<file path="src/rtl/dice_pkg.sv">
// Shared constants, float helpers and FSM encoding for the DIC subset path.
// Imported by float_to_index and subset_pixel_fetch.
package dice_pkg;

    localparam int N_POINTS   = 9;
    localparam int IMG_WIDTH  = 448;
    localparam int IMG_HEIGHT = 232;
    localparam int PIX_W      = 8;
    localparam int ADDR_W     = 17;

    localparam logic [31:0] FLOAT_ONE = 32'h3F80_0000;
    localparam int          EXP_BIAS  = 127;
    localparam int          MAX_EXP   = 15;
    localparam int          IDX_W     = 16;

    typedef enum logic [2:0] {
        S_IDLE  = 3'd0,
        S_CONV  = 3'd1,
        S_ADDR  = 3'd2,
        S_ISSUE = 3'd3,
        S_WAIT  = 3'd4,
        S_NEXT  = 3'd5,
        S_DONE  = 3'd6
    } state_t;

endpackage

</file>
<file path="src/rtl/float_to_index.sv">
// Single-precision float to truncated 16-bit unsigned index (combinational).
// Ports: f (float in), idx (integer part), oob (value not representable).
module float_to_index
    import dice_pkg::*;
(
    input  logic [31:0]      f,
    output logic [IDX_W-1:0] idx,
    output logic             oob
);

    logic        sign;
    logic [7:0]  expo;
    logic [23:0] sig;
    logic [4:0]  sh;

    assign sign = f[31];
    assign expo = f[30:23];
    assign sig  = {1'b1, f[22:0]};

    // Right shift of 23 - (expo - bias); only used for expo 127..142,
    // where it ranges 23..8, so the result always fits in 16 bits.
    assign sh = 5'(8'(EXP_BIAS + 23) - expo);

    always_comb begin
        idx = '0;
        oob = 1'b0;
        if (expo < 8'(EXP_BIAS)) begin
            // |v| < 1 (including +-0 and denormals) truncates to 0
            idx = '0;
        end else if (sign) begin
            oob = 1'b1;
        end else if (expo == 8'hFF) begin
            oob = 1'b1;
        end else if (expo > 8'(EXP_BIAS + MAX_EXP)) begin
            oob = 1'b1;
        end else begin
            idx = IDX_W'(sig >> sh);
        end
    end

endmodule

</file>
<file path="src/rtl/subset_pixel_fetch.sv">
// Converts a subset's float coordinates to pixel addresses and reads them.
// Ports: clock/reset, x/y coords, sub_done start level, pixel memory
// read port, packed pixels, oob_mask, fetch_done level.
module subset_pixel_fetch #(
    parameter int N_POINTS   = dice_pkg::N_POINTS,
    parameter int IMG_WIDTH  = dice_pkg::IMG_WIDTH,
    parameter int IMG_HEIGHT = dice_pkg::IMG_HEIGHT,
    parameter int PIX_W      = dice_pkg::PIX_W,
    parameter int ADDR_W     = dice_pkg::ADDR_W
) (
    input  logic                      clock,
    input  logic                      reset,
    input  logic [N_POINTS*32-1:0]    x,
    input  logic [N_POINTS*32-1:0]    y,
    input  logic                      sub_done,
    output logic [ADDR_W-1:0]         mem_addr,
    output logic                      mem_rd_en,
    input  logic [PIX_W-1:0]          mem_rd_data,
    input  logic                      mem_rd_valid,
    output logic [N_POINTS*PIX_W-1:0] pixels,
    output logic [N_POINTS-1:0]       oob_mask,
    output logic                      fetch_done
);

    import dice_pkg::*;

    localparam int K_W = (N_POINTS > 1) ? $clog2(N_POINTS) : 1;
    localparam logic [K_W-1:0] LAST = K_W'(N_POINTS - 1);

    state_t                 state;
    logic [K_W-1:0]         k;
    logic                   sub_q;
    logic                   start;
    logic [N_POINTS*32-1:0] x_lat;
    logic [N_POINTS*32-1:0] y_lat;
    logic [31:0]            cv_in;
    logic [IDX_W-1:0]       cv_idx;
    logic                   cv_oob;
    logic [IDX_W-1:0]       x_int;
    logic                   x_oob;
    logic                   pt_oob;
    logic [ADDR_W-1:0]      addr_calc;

    assign start = sub_done & ~sub_q;

    // One converter: x in CONV (registered), y in ADDR (used directly).
    assign cv_in = (state == S_CONV) ? x_lat[int'(k)*32 +: 32]
                                     : y_lat[int'(k)*32 +: 32];

    float_to_index u_cvt (
        .f   (cv_in),
        .idx (cv_idx),
        .oob (cv_oob)
    );

    assign pt_oob = x_oob | cv_oob
                  | (x_int  >= IDX_W'(IMG_WIDTH))
                  | (cv_idx >= IDX_W'(IMG_HEIGHT));

    assign addr_calc = ADDR_W'(32'(cv_idx) * 32'(IMG_WIDTH) + 32'(x_int));

    always_ff @(posedge clock or posedge reset) begin
        if (reset) begin
            state      <= S_IDLE;
            k          <= '0;
            sub_q      <= 1'b0;
            x_lat      <= '0;
            y_lat      <= '0;
            x_int      <= '0;
            x_oob      <= 1'b0;
            mem_addr   <= '0;
            mem_rd_en  <= 1'b0;
            pixels     <= '0;
            oob_mask   <= '0;
            fetch_done <= 1'b0;
        end else begin
            sub_q     <= sub_done;
            mem_rd_en <= 1'b0;
            case (state)
                S_IDLE: begin
                    if (start) begin
                        x_lat      <= x;
                        y_lat      <= y;
                        k          <= '0;
                        pixels     <= '0;
                        oob_mask   <= '0;
                        fetch_done <= 1'b0;
                        state      <= S_CONV;
                    end
                end
                S_CONV: begin
                    x_int <= cv_idx;
                    x_oob <= cv_oob;
                    state <= S_ADDR;
                end
                S_ADDR: begin
                    if (pt_oob) begin
                        oob_mask[k] <= 1'b1;
                        state       <= S_NEXT;
                    end else begin
                        mem_addr  <= addr_calc;
                        mem_rd_en <= 1'b1;
                        state     <= S_ISSUE;
                    end
                end
                S_ISSUE: begin
                    state <= S_WAIT;
                end
                S_WAIT: begin
                    if (mem_rd_valid) begin
                        pixels[int'(k)*PIX_W +: PIX_W] <= mem_rd_data;
                        state <= S_NEXT;
                    end
                end
                S_NEXT: begin
                    if (k == LAST) begin
                        fetch_done <= 1'b1;
                        state      <= S_DONE;
                    end else begin
                        k     <= k + 1'b1;
                        state <= S_CONV;
                    end
                end
                S_DONE: begin
                    state <= S_IDLE;
                end
                default: begin
                    state <= S_IDLE;
                end
            endcase
        end
    end

endmodule

</file>
<file path="config.mk">
export PLATFORM = sky130hd
export DESIGN_NAME = subset_pixel_fetch
export DESIGN_NICKNAME = d
export VERILOG_FILES = /design/src/rtl/dice_pkg.sv /design/src/rtl/float_to_index.sv /design/src/rtl/subset_pixel_fetch.sv
export SDC_FILE = /design/constraint.sdc
export NUM_CORES = 2
export LEC_CHECK = 0
export CORE_ASPECT_RATIO = 0.5
export CORE_MARGIN = 5
export CORE_UTILIZATION = 41
export DETAILED_ROUTE_END_ITERATION = 8
export PLACE_DENSITY = 0.7
export SYNTH_ARGS = -nofsm -noshare
export SYNTH_HDL_FRONTEND = slang
export SYNTH_HIERARCHICAL = 1
export SYNTH_SLANG_ARGS = --single-unit
</file>
<file path="constraint.sdc">
create_clock -name clock -period 64.5 [get_ports clock]
set_input_delay 12.9 -clock clock [delete_from_list [all_inputs] [get_ports clock]]
set_output_delay 12.9 -clock clock [all_outputs]
set_load 0.02 [all_outputs]
</file>
==> summary.md <==
| Metric | Value |
|---|---|
| Outcome | `completed` |
| Main flop type after synthesis | `dfrtp_1` |
| CTS Hold Bufs | `0` |
| Final Cell Area | `0.04388 mm2` |
| Actual transition at the worst max-transition pin | `around 1.2 ns` |
| Worst VDD drop | `0.04532 mV` |
| Avg Vias per Cell | `5.469` |
| Critical Path RT | `65.01 ns` |
| CTS tree | `done` |
| CTS buffer count | `69` |
| Rel. slew slack | `roughly 17%` |
| Hold WC Path Type | `reg2reg` |
| First-pass GRT wire length | `approximately 170,000 um` |
| PortBufs | `roughly 690` |
| Yosys warns | `6` |
| RSZ-0062 raised after global routing | `false` |
| Final worst setup slack | `about 47 ns` |
| Clk_lat worst skew | `0.65 ns` |
| Core ar. | `0.08176 mm2` |
| Power Dens Cells | `51.40 mW/mm2` |
| Mapped Cells | `approximately 2,600` |
| Reg area | `between 0.015 and 0.02 mm2` |
| Tmin final | `approximately 17 ns` |
| Fin crit share | `between 20% and 30%` |
| Commonest cells after routing, fill and taps aside | `dfrtp_1, clkdlybuf4s50_1, mux2_2` |
| Congestion Overflow GR | `0` |
| Nets | `between 3,000 and 4,000` |
| Max-Cap Viols | `0` |
| Setup Skew | `0.02970 ns` |
| DRT antenna net count | `0` |
| Full die area | `0.08872 mm2` |
| Synthesized flop and latch total | `between 700 and 800` |
| Setup_tns | `0 ns` |
| Area growth, synth to finish | `29.68%` |
| CTS HTree Levels | `3` |
| Initial antenna violation count | `between 40 and 50` |
| Max-slew violation count | `0` |
| Starting Density | `about two fifths` |
| Router iterations before antenna repair | `5` |
| Final Util | `53.67%` |
| Footprint of the multi-input gates | `about 0.015 mm2` |
| Setup Buffers After CTS | `0` |
| Crit path DAT | `approximately 18 ns` |
| EDFF count, synth | `0` |
| Die height | `about 210 um` |
| GRT Total Usage | `about 25%` |
| Wire per inst | `about 26 um` |
| FMAX | `approximately 58 MHz` |
| Critical path type | `in2reg` |
| DP HPWL | `just under 90,000 um` |
| DRC | `0` |
| Placed inst area | `roughly 0.042 mm2` |
| Largest net degree at the start of global routing | `200` |
| FP Rows | `74` |
| Chip width | `between 400 and 500 um` |
| Synth async-reset ratio | `100.0%` |
| WHS | `between 0.4 and 0.5 ns` |
| Synthesized area | `around 0.034 mm2` |
| Layout cells sized above 1 | `~28%` |
| Fill cell count | `6,892` |
| Clock tree sinks | `between 700 and 800` |
| CP Launch Type | `input pin` |
| Syn_nets | `3,264` |
| Final Setup Violations | `0` |
| Crit. End Element | `flop` |
| Clock root cell | `clkbuf_16` |
| CTS clk-pin slew, worst paths | `roughly 0.060 ns` |
| Final-report hold violation count | `0` |
| PostCTS Resize Cnt | `0` |
| 1st-iter DRT viols | `around 1,800` |
| Leak Pwr | `around 18 nW` |
| Total detailed-routing wirelength | `~120,000 um` |
| Unique cell type count in the Yosys netlist | `76` |
| Vias in the first global route | `about 25,000` |
| Routability cong. | `approximately 0.90` |
| Pre-CTS setup slack | `46.72 ns` |
| CTS max path bufs | `3` |
| Commonest non-fill, non-tap cell in the layout | `dfrtp_1` |
| Ports | `approximately 700` |
| CP max FO | `86` |
| Total via count in the routed design | `approximately 24,000` |
| Register area share after synthesis | `51.85%` |
| Average cell area after synthesis | `~13 um2` |
Yosys cell counts, drive strengths merged, types with 10 or more instances:
library cell / n / area share (%)
a21oi: 108 / 1.7
a22o: 14 / 0.36
a31oi: 11 / 0.20
buf: 129 / 2.2
clkbuf: 50 / 0.55
dfrtp: 701 / 52
fa: 10 / 0.59
ha: 37 / 1.4
inv: 55 / 0.61
mux2: 658 / 22
mux2i: 22 / 0.65
mux4: 105 / 7.0
nand2: 227 / 2.5
nand3: 38 / 0.56
nor2: 144 / 1.6
o21ai: 137 / 2.0
o22ai: 35 / 0.65
o31ai: 20 / 0.49
xnor2: 18 / 0.49
kinds of logic (layout without fill, tap and decap cells):
family          count (synthesis)  count (layout)  share of synthesized area, %
fa+ha+maj                      47              47                         1.960
buf+inv                       234             897                         3.336
flops                         701             701                         51.85
mux                           785             785                         29.54
other cells                     0              43                             0
simple gates                  458             458                         5.835
xor+xnor                       27              27                        0.7211
compound gates                377             377                         6.764
per-layer routing:
metal  up-vias  GRT usage [%]  wire, um  part of all wire, %
met2       712          41.06     56860                   49
met1     12600          32.39     47740                   41
li1      10730              -         -                    -
met5         -              0        43                0.037
met4         8          11.90      4447                  3.8
met3       211          6.571      6868                  5.9
worst paths after layout:
path,slack (ns),cells past startpoint,start,endpoint
worst max-delay path,47.36,8,sub_done,x_lat[207]
worst min-delay path,0.47,2,x_oob,x_oob
worst max register to register,55.20,30,k[1],mem_addr[15]
worst min register to register,0.47,2,x_oob,x_oob
max in group asynchronous,49.17,4,reset,x_lat[207]
min in group asynchronous,12.87,2,reset,y_lat[60]
sequential cells by signal, indices dropped and copies added, names as in the netlist:
name	cells
k	4
fetch_done	1
state	3
x_oob	1
mem_rd_en	1
mem_addr	17
oob_mask	9
sub_q	1
x_lat	288
x_int	16
y_lat	288
pixels	72
critical path, stage by stage:
cell	delay (ns)
clkdlybuf4s50_1	0.48
nor2b_1	0.18
nor2b_1	0.20
and2_4	0.92
buf_4	0.65
buf_4	0.94
buf_4	0.82
mux2_2	0.42
power by group:
part / total [mW] / internal (mW) / leakage (nW) / switching (mW)
registers: 0.752 / 0.636 / 8.57 / 0.116
logic: 1.09 / 0.506 / 8.17 / 0.579
clock network: 0.418 / 0.238 / 1.12 / 0.180
total: 2.26 / 1.38 / 17.9 / 0.875
layout make-up:
| class | count | share of cell area [%] |
|---|---|---|
| clock inverters | 21 | 0.6673 |
| flip-flops and latches | 701 | 40.00 |
| repair buffers | 721 | 16.34 |
| multi-input cells | 1694 | 34.62 |
| inverters | 55 | 0.4876 |
| diodes | 43 | 0.2452 |
| well taps | 1102 | 3.142 |
| clock buffers | 100 | 4.500 |
through the flow:
stage	power (mW)	std cells
floorplan	1.493	2629
global placement	1.806	4273
detailed placement	1.827	4273
CTS	2.251	4394
global route	2.379	4434
finish	2.255	4437
(Power assumes the default switching activity.)
